### src/rtl/serial_addsub_ctrl.sv
// rtl/serial_addsub_ctrl.sv - nibble-serial WIDTH-bit add/subtract sequencer
//
// Runs a WIDTH-bit add or two's-complement subtract through a 4-bit add/sub
// slice, one nibble per clock, least significant nibble first.
//
// Ports:
//   clk     rising-edge clock
//   rst_n   asynchronous active-low reset
//   start   request, sampled only while idle
//   mode    0 = A+B, 1 = A-B
//   op_a    operand A, captured on acceptance
//   op_b    operand B, captured on acceptance
//   busy    high whenever the sequencer is not idle
//   done    one-cycle pulse; result/c_out/v valid from this cycle
//   result  registered sum/difference, held until the next completion
//   c_out   carry out of the MSB (subtract: 1 = no borrow)
//   v       signed overflow
module serial_addsub_ctrl #(
    parameter int WIDTH = 16
) (
    input  logic             clk,
    input  logic             rst_n,
    input  logic             start,
    input  logic             mode,
    input  logic [WIDTH-1:0] op_a,
    input  logic [WIDTH-1:0] op_b,
    output logic             busy,
    output logic             done,
    output logic [WIDTH-1:0] result,
    output logic             c_out,
    output logic             v
);

    localparam int NIBBLES = WIDTH / 4;
    localparam int IDXW    = (NIBBLES > 1) ? $clog2(NIBBLES) : 1;
    localparam logic [IDXW-1:0] LAST_IDX = IDXW'(NIBBLES - 1);

    localparam logic [1:0] S_IDLE = 2'd0;
    localparam logic [1:0] S_RUN  = 2'd1;
    localparam logic [1:0] S_DONE = 2'd2;

    logic [1:0]       state;
    logic [WIDTH-1:0] a_q;
    logic [WIDTH-1:0] b_q;
    logic             mode_q;
    logic [IDXW-1:0]  idx;
    logic             carry;
    logic [WIDTH-1:0] acc;

    logic [3:0]       a_nib;
    logic [3:0]       b_nib;
    logic [4:0]       slice_sum;
    logic             msb_carry_in;
    logic [WIDTH-1:0] acc_next;

    // 4-bit add/sub slice. Subtraction inverts B here; the +1 comes from
    // carry being seeded with mode when the operation is accepted.
    always_comb begin
        a_nib        = a_q[4*idx +: 4];
        b_nib        = b_q[4*idx +: 4] ^ {4{mode_q}};
        slice_sum    = {1'b0, a_nib} + {1'b0, b_nib} + {4'b0, carry};
        // Carry into bit 3 of this nibble; only meaningful on the last
        // nibble, where it is the carry into the operand MSB.
        msb_carry_in = a_nib[3] ^ b_nib[3] ^ slice_sum[3];
        acc_next     = acc;
        acc_next[4*idx +: 4] = slice_sum[3:0];
    end

    always_ff @(posedge clk or negedge rst_n) begin
        if (!rst_n) begin
            state  <= S_IDLE;
            a_q    <= '0;
            b_q    <= '0;
            mode_q <= 1'b0;
            idx    <= '0;
            carry  <= 1'b0;
            acc    <= '0;
            result <= '0;
            c_out  <= 1'b0;
            v      <= 1'b0;
        end else begin
            case (state)
                S_IDLE: begin
                    if (start) begin
                        a_q    <= op_a;
                        b_q    <= op_b;
                        mode_q <= mode;
                        idx    <= '0;
                        carry  <= mode;
                        acc    <= '0;
                        state  <= S_RUN;
                    end
                end
                S_RUN: begin
                    acc   <= acc_next;
                    carry <= slice_sum[4];
                    if (idx == LAST_IDX) begin
                        // Publish everything in one edge so no partial
                        // result is ever visible.
                        result <= acc_next;
                        c_out  <= slice_sum[4];
                        v      <= msb_carry_in ^ slice_sum[4];
                        state  <= S_DONE;
                    end else begin
                        idx <= idx + 1'b1;
                    end
                end
                S_DONE: begin
                    state <= S_IDLE;
                end
                default: begin
                    state <= S_IDLE;
                end
            endcase
        end
    end

    // Pure decodes of the state register; no input reaches these outputs.
    assign busy = (state != S_IDLE);
    assign done = (state == S_DONE);

endmodule

### config.mk
export PLATFORM = sky130hd
export DESIGN_NAME = serial_addsub_ctrl
export DESIGN_NICKNAME = d
export VERILOG_FILES = /design/src/rtl/serial_addsub_ctrl.sv
export SDC_FILE = /design/constraint.sdc
export NUM_CORES = 1
export LEC_CHECK = 0
export CORE_MARGIN = 4
export CORE_UTILIZATION = 35
export DETAILED_ROUTE_END_ITERATION = 8
export HOLD_SLACK_MARGIN = 0.1
export PLACE_DENSITY = 0.61
export SYNTH_ARGS = -nofsm -noshare
export SYNTH_HDL_FRONTEND = slang
export SYNTH_SLANG_ARGS = --single-unit
export TNS_END_PERCENT = 50
### constraint.sdc
create_clock -name clk -period 3.54 [get_ports clk]
set_clock_uncertainty 0.15 [all_clocks]
set_input_delay 0.885 -clock clk [delete_from_list [all_inputs] [get_ports clk]]
set_output_delay 0.885 -clock clk [all_outputs]
set_load 0.01 [all_outputs]
* After elaboration in Yosys (flattened, before gate mapping)
Cells that the tools add are included.
Word-level totals: input bits 36, bits in registers 72, output and inout bits 20, word-level logic and storage cells 47
Cells by class: reduce and logical (&&, ||, !) cells 8, bitwise operators 4, shifts and indexed selects 4, $add $sub $neg 4, equal/unequal tests 6, multiplexer cells 11
Operators by type and width (count):
- $neg A4 Y34 | 1
- $shift A4 B34 Y16 const A | 1
- $shiftx A4 B34 Y16 | 1
- $pmux W16 S2 | 1
- $shiftx A16 B5 Y4 | 2
- $bwmux W16 | 1
- $mux W16 | 1
- $mux W2 | 4
- $pmux W2 S2 | 2
- $reduce_and A2 Y1 | 4
- $ne A2 B2 Y1 const B | 3
- $add A4 B4 Y5 | 1
- $add A5 B1 Y5 | 1
- $eq A2 B2 Y1 const B | 2
- $reduce_bool A2 Y1 | 2
- $xor A4 B4 Y4 | 1
- $reduce_and A3 Y1 | 1
- $xor A1 B1 Y1 | 3
- $add A2 B1 Y2 const B | 1
- $eq A2 B1 Y1 const B | 1
- $logic_not A2 Y1 | 1
- $pmux W1 S2 | 1
- $mux W1 | 1

* Longest topological paths before layout
Gate-level depths: netlist of run 1.
word-level depth 7, depth in mapped cells 9, depth with buffers taken out 8

* Worst setup path after synthesis of run 1
Ideal clock, no wire load.
path kind reg2reg, from register idx[0], to register acc[2], path buffers 1, slack 0.515 ns, required time 3.324 ns, cell stages (with the launch flop) 9, arrival 2.809 ns, cell sequence dfrtp_1 > buf_4 > mux4_2 > xnor2_1 > fa_1 > fa_1 > xnor2_1 > and2_1 > a22o_1
On the way: word-level cells in the longest chain between the ends 7, elaborated cells between the ends (all ways) 10, classes of those cells add/sub: 3; shift: 4; mux: 2; bitwise: 1
Ends and longest elaborated chain:
- start, declared | RTL line 46 | logic [IDXW-1:0] idx;
- start signal, assigned | RTL line 105 | idx <= idx + 1'b1;
- $shiftx A16 B5 Y4 | RTL line 60 | b_nib = b_q[4*idx +: 4] ^ {4{mode_q}};
- $xor A4 B4 Y4 | RTL line 60
- $add A4 B4 Y5 | RTL line 61 | slice_sum = {1'b0, a_nib} + {1'b0, b_nib} + {4'b0, carry};
- $add A5 B1 Y5 | RTL line 61
- $shiftx A4 B34 Y16 | RTL line 66 | acc_next[4*idx +: 4] = slice_sum[3:0];
- $bwmux W16 * | RTL line 66
- $pmux W16 S2 * | RTL line 82 | case (state)
- end signal, assigned | RTL line 95 | acc <= acc_next;
- end, declared | RTL line 48 | logic [WIDTH-1:0] acc;
Mark *: on every way between the ends. The rest lies on a longest branch, timed or not. A chain may end at the register's enable or synchronous reset.

* Worst setup path after layout of run 1
from register idx[0], to register acc[6]
Same word-level chain as after synthesis.

==> results.json, run 1 <==
{
  "ys_top_cells_by_count": "dfrtp_1 (72), mux2_2 (42), inv_1 (17), a22o_1 (13)",
  "grt_max_degree": 34,
  "dp_slack_ps": 575,
  "cts-resized-gates": 0,
  "netSwitchingFraction": 0.421,
  "yosysMostFrequentCell": "dfrtp_1",
  "cts_sinks": 72,
  "grt_usage": 0.141,
  "max_freq_mhz": 336,
  "layout_setup_ws_ps": 561,
  "synth_flop_cell": "dfrtp_1",
  "synthTopCellsByArea": "dfrtp_1 (53%), mux2_2 (14%), mux4_2 (5.3%)",
  "synthToLayoutAreaGrowth_pct": 27.4,
  "p_per_area_nw_per_um2": 1130,
  "clockRootBuffer": "clkbuf_8",
  "use_met3": 0.0470,
  "drv_slew": 0,
  "seq_area_frac_synth": 0.527,
  "p_comb_frac": 0.569,
  "hold_buffers": 0,
  "use_met2": 0.227,
  "run_status": "finished clean",
  "place_hpwl_um": 5590,
  "die_h_um": 107,
  "start_util": 0.365,
  "syn-num-nets": 306,
  "wl_um": 7610,
  "drt_iter0_markers": 59,
  "worstHoldPathCells": 2,
  "ioPinCount": 56,
  "ys_async_sr_fraction": 1.00,
  "numCtsBuffers": 9,
  "fp.dieW_um": 107,
  "cts_htree_levels": 3,
  "max_cap_viol_count": 0,
  "ant_nets": 0,
  "tightest_slew_ps": 691,
  "end_kind": "flop",
  "numPortBuffers": 55,
  "holdCritPathClass": "reg -> reg",
  "grt_pass1_vias": 2462,
  "grt_antenna_before_repair": 0,
  "cts_tree": "yes",
  "path_class": "reg -> reg",
  "fin_area_um2": 4350,
  "num_antenna_cells": 0,
  "viasPerCell": 5.06,
  "drc": 0,
  "post-route-min-period_ps": 2980,
  "clk_pin_slew_ps": 70,
  "clockPowerShare": 0.148,
  "grt_pass1_wl_um": 12600,
  "syn_area_um2": 3420,
  "vias": 2316,
  "top_usage_layer": "met2",
  "gr-total-overflow": 0,
  "synth_edf_count": 0,
  "final_util": 0.465,
  "layout-drive-gt1-share": 0.258,
  "cts_setup_buffers": 0,
  "synth_top_area_cell": "dfrtp_1",
  "reg2reg_slack_ps": 560,
  "cts_max_path_buffers": 2,
  "p_leak_nw": 1.82,
  "wl_per_cell_um": 16.6,
  "yosysWarnings": 0,
  "syn_area_per_cell_um2": 13.2,
  "vdd_drop_max_v": 0.000823,
  "rsz0062_at_grt": "no",
  "reg2reg_depth": 7,
  "timing.critical_path.fanout_max": 5,
  "arrival_ps": 3120,
  "setup_viol": 0,
  "synth.distinct_cells": 38,
  "insertion_delay_ps": 350,
  "nets": 371,
  "synth_cells": 259,
  "finalSetupTns_ps": 0,
  "met1_usage": 0.181,
  "gp_congestion": 0.883,
  "yosysTopAreaCellShare": 0.527,
  "rows": 35,
  "dieArea_um2": 11400,
  "cp-start-kind": "flop",
  "place_area_um2": 4130,
  "finalCritPeriodShare": 0.842,
  "first_pass_iters": 6,
  "hold_viol_final": 0,
  "pwr-share-seq": 0.283,
  "critPathRequiredTime_ps": 3680,
  "cell_internal_pwr_mw": 2.85,
  "slew-limit-headroom": 0.539,
  "synth_seq_cells": 72,
  "core_area_um2": 9370,
  "switchingPower_mw": 2.07
}
power by group through the flow:
stage	registers, mW	clock network [mW]	logic (mW)
after global placement	1.41	0	2.76
after global routing	1.44	0.785	3.05
after floorplan	1.39	0	1.95
after detailed placement	1.41	0	2.81
after CTS	1.40	0.749	2.81
final	1.39	0.731	2.80
per-layer routing:
| layer | wire (um) | vias to the layer above |
|---|---|---|
| met5 | 0 | - |
| li1 | - | 1071 |
| met3 | 440 | 9 |
| met2 | 3680 | 73 |
| met4 | 85 | 0 |
| met1 | 3400 | 1163 |
cell families after synthesis:
family,Yosys count,share of synthesized area
flip-flops,72,0.527
AO/OA/AOI/OAI,51,0.107
multiplexers,50,0.191
AND/OR/NAND/NOR,41,0.0769
buffers and inverters,26,0.0326
adder cells (fa/ha/maj),11,0.0447
XOR/XNOR,8,0.0205
final timing paths:
path / start / endpoint
worst max-delay path: idx[0]$_DFFE_PN0P_ / acc[6]$_DFFE_PN0P_
worst min-delay path: result[14]$_DFFE_PN0P_ / result[14]$_DFFE_PN0P_
worst max register to register: idx[0]$_DFFE_PN0P_ / acc[6]$_DFFE_PN0P_
worst min register to register: result[14]$_DFFE_PN0P_ / result[14]$_DFFE_PN0P_
max in group asynchronous: rst_n / acc[4]$_DFFE_PN0P_
min in group asynchronous: rst_n / a_q[7]$_DFFE_PN0P_
sequential cells by signal, indices dropped and copies added, names as in the netlist, 2 cells and up:
register / count
acc: 16
idx: 2
b_q: 16
state: 2
result: 16
a_q: 16
metrics by stage:
stage,hold slack (ps),cells,power (mW)
2_1_floorplan,308,259,3.33
3_3_place_gp,316,442,4.16
3_5_place_dp,321,442,4.22
4_1_cts,338,458,4.96
5_1_grt,354,458,5.28
6_report,333,458,4.92
cell type report:
cell class                 count  area [um2]
fill                         882        5020
sequential                    72        1800
tap                          129         161
timing repair buffer          62         598
multi-input combinational    161        1500
inverter                      18        67.6
clock buffer                  11         141
clock inverter                 5        80.1
worst max-delay path, cell delays in order, from the launching register on:
cell     delay [ps]
dfrtp_1         390
mux4_2          530
xnor2_1         160
fa_1            430
fa_1            420
xnor2_1         410
and2_1          260
a22o_1          160
placed cells by master (no fill, tap or decap), types with 6 or more instances in the layout:
| master | n |
|---|---|
| a21oi_1 | 10 |
| nand2_1 | 10 |
| dfrtp_1 | 72 |
| nor2_1 | 6 |
| o22ai_1 | 8 |
| a22o_1 | 13 |
| ha_1 | 9 |
| buf_4 | 7 |
| xnor2_1 | 7 |
| clkdlybuf4s50_1 | 54 |
| inv_1 | 17 |
| mux4_2 | 8 |
| clkbuf_8 | 10 |
| mux2_2 | 42 |
(Power assumes the default switching activity.)
==> inputs of run 2 (changes only) <==
--- a/config.mk
+++ b/config.mk
@@ -9,7 +9,7 @@
 export CORE_UTILIZATION = 35
 export DETAILED_ROUTE_END_ITERATION = 8
 export HOLD_SLACK_MARGIN = 0.1
-export PLACE_DENSITY = 0.61
+export PLACE_DENSITY = 0.63
 export SYNTH_ARGS = -nofsm -noshare
 export SYNTH_HDL_FRONTEND = slang
 export SYNTH_SLANG_ARGS = --single-unit
==> constraint.sdc (replaced) <==
create_clock -name clk -period 2.6 [get_ports clk]
set_clock_uncertainty 0.15 [all_clocks]
set_input_delay 0.65 -clock clk [delete_from_list [all_inputs] [get_ports clk]]
set_output_delay 0.65 -clock clk [all_outputs]
set_load 0.01 [all_outputs]
==> run 2 against run 1 <==
  * The flow now finishes with violations (setup timing)
  * Routed wire length shrank 0.93%
  * Die area stayed put
  * Core utilization rose by 3.0 points
  * Flip-flop and latch count is the same
  * Via count rose by 1.0%
  * Final cell count grew 2.6%
  * First-iteration DRC count down 17%
  * Largest cell class unchanged
  * Sequential share of layout area decreased by 2.5 points
  * Setup slack worse by 650 ps
  * Global-route usage rose by 0.19 points
  * Clock-buffer cell count down 1
==> results.json, run 2 (synthesis gave the netlist of run 1 again) <==
{
  "cts_sinks": 72,
  "ant_nets": 0,
  "crit_chain": "mux4_2 -> xnor2_1 -> fa_2 -> fa_2 -> xnor2_4 -> and2_4 -> a22o_1",
  "final_util": 0.495,
  "wl_um": 7540,
  "layout_setup_ws_ps": -87.3,
  "nFillCells": 863,
  "start_util": 0.365,
  "drv_slew": 0,
  "crit_cells": 7,
  "gp_congestion": 0.827,
  "cts_tree": "yes",
  "numCtsBuffers": 9,
  "wl_per_cell_um": 16.0,
  "drt_iter0_markers": 49,
  "setup_viol": 16,
  "num_antenna_cells": 0,
  "cpMostUsedCell": "fa_2",
  "arrival_ps": 2770,
  "hold_buffers": 0,
  "reg2reg_depth": 7,
  "fp.dieW_um": 107,
  "slowest_delay_ps": 510,
  "grt_max_degree": 35,
  "violations": "setup timing",
  "fin_hold_ws_ps": 159,
  "final_cell_mix": "dfrtp_1 (71), clkdlybuf4s50_1 (54), mux2_2 (42)",
  "cp-start-kind": "flop",
  "slowest_stage": "mux4_2",
  "dp_slack_ps": -104,
  "crit_path_start": "idx[0]$_DFFE_PN0P_",
  "cts_htree_levels": 3,
  "worstReg2RegEnd": "acc[6]$_DFFE_PN0P_",
  "run_status": "finished with violations",
  "endpoint": "acc[6]$_DFFE_PN0P_",
  "first_pass_iters": 4,
  "grt_pass1_wl_um": 12800,
  "max_cap_viol_count": 0,
  "layout-drive-gt1-share": 0.337,
  "insertion_delay_ps": 350,
  "rows": 35,
  "holdCritPathClass": "in -> async",
  "fin_area_um2": 4640,
  "grt_pass1_vias": 2527,
  "place_hpwl_um": 5610,
  "place_area_um2": 4250,
  "synthToLayoutAreaGrowth_pct": 35.7,
  "layout_commonest_cell": "dfrtp_1",
  "vias": 2340,
  "dieArea_um2": 11400,
  "reg2reg_slack_ps": -90,
  "crit_family": "adder cells",
  "nets": 384,
  "clk_pin_slew_ps": 80,
  "worst-path-buf-inv": 0,
  "multiInputGateArea_um2": 1620,
  "critPathRequiredTime_ps": 2680,
  "viasPerCell": 4.98,
  "slew-limit-headroom": 0.595,
  "register_area_um2": 1800,
  "die_h_um": 107,
  "ioPinCount": 56,
  "grt_usage": 0.143,
  "numPortBuffers": 55,
  "clockRootBuffer": "clkbuf_8",
  "path_class": "reg -> reg",
  "max_freq_mhz": 372,
  "reg2reg_from": "idx[0]$_DFFE_PN0P_",
  "tightest_slew_ps": 607,
  "rsz0062_at_grt": "yes",
  "grt_antenna_before_repair": 0,
  "gr-total-overflow": 0,
  "post-route-min-period_ps": 2690,
  "hold_viol_final": 0,
  "cts_max_path_buffers": 2,
  "finalCritPeriodShare": 1.03,
  "timing.critical_path.fanout_max": 5,
  "end_kind": "flop",
  "core_area_um2": 9370,
  "drc": 0
}
[run 2: cell count changes in the layout (fill, tap and decap cells not counted), moves of 3 or more]
cell,previous run,this run
o31ai_1,4,0
o31ai_2,0,4
a21oi_1,10,7
buf_4,7,18
[run 2: worst min path at each step]
stage	end	slack [ps]	from	depth (start not counted)
after floorplan	a_q[0]$_DFFE_PN0P_	200	rst_n	0
after global placement	result[2]$_DFFE_PN0P_	320	result[2]$_DFFE_PN0P_	2
after detailed placement	v$_DFFE_PN0P_	330	v$_DFFE_PN0P_	2
after CTS	result[6]$_DFFE_PN0P_	160	rst_n	1
after global routing	a_q[1]$_DFFE_PN0P_	190	rst_n	1
final	result[6]$_DFFE_PN0P_	160	rst_n	1
[run 2: what timing repair did]
action,in CTS,in global routing
setup endpoints to repair,20,28
resized for setup,1,15
pin swaps,0,2
buffers inserted,2,2
[run 2: per-stage QoR]
stage,setup TNS [ps],std cells
after floorplan,-2360,259
after global placement,-353,451
after detailed placement,-1210,451
after CTS,-1040,468
after global routing,-3100,470
final,-708,470
[run 2: area by class of cell]
class	instances	share of cell area
clock buffers	10	0.0297
clock inverters	5	0.0278
flip-flops and latches	72	0.389
inverters	18	0.0146
repair buffers	75	0.155
well taps	129	0.0348
multi-input cells	161	0.349
[run 2: layer usage]
layer | vias up | GRT usage | part of all wire
li1 | 1097 | - | -
met1 | 1173 | 0.186 | 0.45
met2 | 59 | 0.232 | 0.49
met3 | 11 | 0.0439 | 0.048
met4 | 0 | 0.0420 | 0.015
met5 | - | 0 | 0
Power of run 2 is left out: the tool's default activity adds up to more than one toggle a clock period on the data nets, which glitch-free logic cannot reach.
==> inputs of run 3 (changes only) <==
--- a/config.mk
+++ b/config.mk
@@ -5,6 +5,7 @@
 export SDC_FILE = /design/constraint.sdc
 export NUM_CORES = 1
 export LEC_CHECK = 0
+export ABC_AREA = 1
 export CORE_MARGIN = 4
 export CORE_UTILIZATION = 35
 export DETAILED_ROUTE_END_ITERATION = 8
==> run 3 against run 2 <==
  * The run still ends with setup timing left
  * Die area is 1.8% higher
  * Global-route usage is 0.91 points higher
  * Area after synthesis is 1.9% higher
  * Register-to-register slack worse by 50 ps
  * Clock-buffer cell count stayed put
  * Worst hold slack hardly changed
  * Critical path type unchanged
  * Largest cell class unchanged
  * Highest routed layer unchanged
==> results.json, run 3 <==
{
  "synthToLayoutAreaGrowth_pct": 35.2,
  "layout_commonest_cell": "nand2_1",
  "drt_iter0_markers": 100,
  "seq_area_frac_synth": 0.517,
  "end_kind": "flop",
  "core_area_um2": 9730,
  "ioPinCount": 56,
  "rsz0062_at_grt": "yes",
  "dieArea_um2": 11600,
  "violations": "setup timing",
  "vias": 2965,
  "synth_top_area_cell": "dfrtp_1",
  "yosysTopAreaCellShare": 0.517,
  "grt_max_degree": 73,
  "grt_antenna_before_repair": 0,
  "nFillCells": 973,
  "grt_usage": 0.152,
  "multiInputGateArea_um2": 1550,
  "first_pass_iters": 4,
  "post-route-min-period_ps": 2730,
  "cts_max_path_buffers": 2,
  "synth_cells": 431,
  "syn_area_per_cell_um2": 8.08,
  "gr-total-overflow": 0,
  "drc": 0,
  "clk_pin_slew_ps": 80,
  "ant_nets": 0,
  "cp-start-kind": "flop",
  "drv_slew": 0,
  "numPortBuffers": 55,
  "slew-limit-headroom": 0.744,
  "p_leak_nw": 2.34,
  "max_cap_viol_count": 0,
  "cts_sinks": 72,
  "die_h_um": 108,
  "finalSetupTns_ps": -430,
  "viasPerCell": 4.60,
  "yosysMostFrequentCell": "nand2_1",
  "reg2reg_from": "idx[0]$_DFFE_PN0P_",
  "wl_per_cell_um": 12.8,
  "synth_seq_cells": 72,
  "max_freq_mhz": 366,
  "numCtsBuffers": 9,
  "yosysWarnings": 0,
  "gp_congestion": 0.882,
  "synth_edf_count": 0,
  "ys_top_cells_by_count": "nand2_1 (201), dfrtp_1 (72), inv_1 (34), o21ai_0 (24), nor2_1 (18)",
  "critPathRequiredTime_ps": 2720,
  "start_util": 0.358,
  "path_class": "reg -> reg",
  "register_area_um2": 1800,
  "holdCritPathClass": "in -> async",
  "tightest_slew_ps": 384,
  "synth.distinct_cells": 31,
  "layout_setup_ws_ps": -133,
  "p_per_area_nw_per_um2": 1470,
  "crit_path_start": "idx[0]$_DFFE_PN0P_",
  "arrival_ps": 2860,
  "synth_flop_cell": "dfrtp_1",
  "cts_tree": "yes",
  "grt_pass1_wl_um": 14100,
  "vdd_drop_max_v": 0.000657,
  "setup_viol": 4,
  "syn_area_um2": 3480,
  "nets": 554,
  "wl_um": 8250,
  "synthTopCellsByArea": "dfrtp_1 (52%), nand2_1 (22%), inv_1 (3.7%)",
  "hold_viol_final": 0,
  "insertion_delay_ps": 350,
  "finalCritPeriodShare": 1.05,
  "final_cell_mix": "nand2_1 (196), dfrtp_1 (71), clkdlybuf4s50_1 (54)",
  "ys_async_sr_fraction": 1.00,
  "grt_pass1_vias": 3058,
  "fp.dieW_um": 108,
  "timing.critical_path.fanout_max": 7,
  "run_status": "finished with violations",
  "rows": 36,
  "clockRootBuffer": "clkbuf_8",
  "place_hpwl_um": 5980,
  "num_antenna_cells": 0,
  "layout-drive-gt1-share": 0.164,
  "total_power_mw": 6.93,
  "syn-num-nets": 478,
  "cts_htree_levels": 3
}
[run 3: cell count changes in the layout (fill, tap and decap cells not counted), sizes merged, moves of 7 or more]
cell and change:
buf +7, o21ai +18, mux2 -42, nor2 +13, a22o -13, inv +19, mux4 -8, nand2 +194
xnor2 -7
[run 3: report_power, final]
| group | switching (mW) | internal [mW] | leakage [nW] |
|---|---|---|---|
| combinational | 2.17 | 1.73 | 1.27 |
| sequential | 0.271 | 1.58 | 0.938 |
| clock | 0.421 | 0.757 | 0.133 |
[run 3: what timing repair did]
| action | in CTS | in global routing |
|---|---|---|
| gates resized for setup | 11 | 27 |
| buffers inserted | 1 | 4 |
| hold buffers | 0 | 0 |
| endpoints found under the setup margin | 25 | 24 |
| pin swaps | 1 | 5 |
[run 3: per-stage QoR]
stage / std cells / instance area (um2) / utilization / worst slack (ps) / hold slack (ps)
floorplan: 431 / 3500 / - / -152 / 204
global placement: 624 / 4290 / 0.441 / -88.9 / 312
detailed placement: 624 / 4290 / 0.441 / -231 / 315
CTS: 640 / 4590 / 0.471 / -121 / 179
global route: 644 / 4710 / 0.484 / -268 / 184
finish: 644 / 4710 / 0.484 / -133 / 159
[run 3: cell type report]
cell class | instances | area share
Clock buffer | 10 | 0.0292
Tap cell | 133 | 0.0353
Inverter | 38 | 0.0314
Multi-Input combinational cell | 304 | 0.330
Sequential cell | 72 | 0.383
Timing Repair Buffer | 82 | 0.164
Clock inverter | 5 | 0.0274
[run 3: routing by layer]
metal	wire length [um]	GRT usage	share of wire	vias to the layer above
li1	-	-	-	1503
met1	3630	0.188	0.44	1375
met2	4080	0.257	0.49	70
met3	377	0.0366	0.046	17
met4	160	0.0595	0.019	0
met5	0	0	0	-
[run 3: worst paths after layout]
path / cells past startpoint / slack [ps] / to
setup reg to reg: 11 / -130 / acc[5]$_DFFE_PN0P_
setup / recovery: 11 / -130 / acc[5]$_DFFE_PN0P_
hold reg to reg: 2 / 330 / result[11]$_DFFE_PN0P_
hold / removal: 2 / 160 / result[10]$_DFFE_PN0P_
max in group asynchronous: 2 / 1810 / idx[0]$_DFFE_PN0P_
min in group clk: 2 / 330 / result[11]$_DFFE_PN0P_
[run 3: critical path, stage by stage (launching register included)]
cell,delay [ps]
dfrtp_2,450
clkinv_4,110
o21ai_4,140
o22ai_2,80
xor2_1,170
fa_2,360
fa_2,430
or2_1,230
or2_4,260
o22ai_4,100
nand2_1,80
o21ai_1,100
[run 3: logic make-up (layout without fill, tap and decap cells)]
kind of cell,Yosys count,in the layout,share of synthesized area
simple gates,232,232,0.260
flops,72,72,0.517
fa+ha+maj,11,11,0.0438
xor+xnor,6,6,0.0151
buf+inv,55,135,0.0690
compound gates,55,55,0.0948
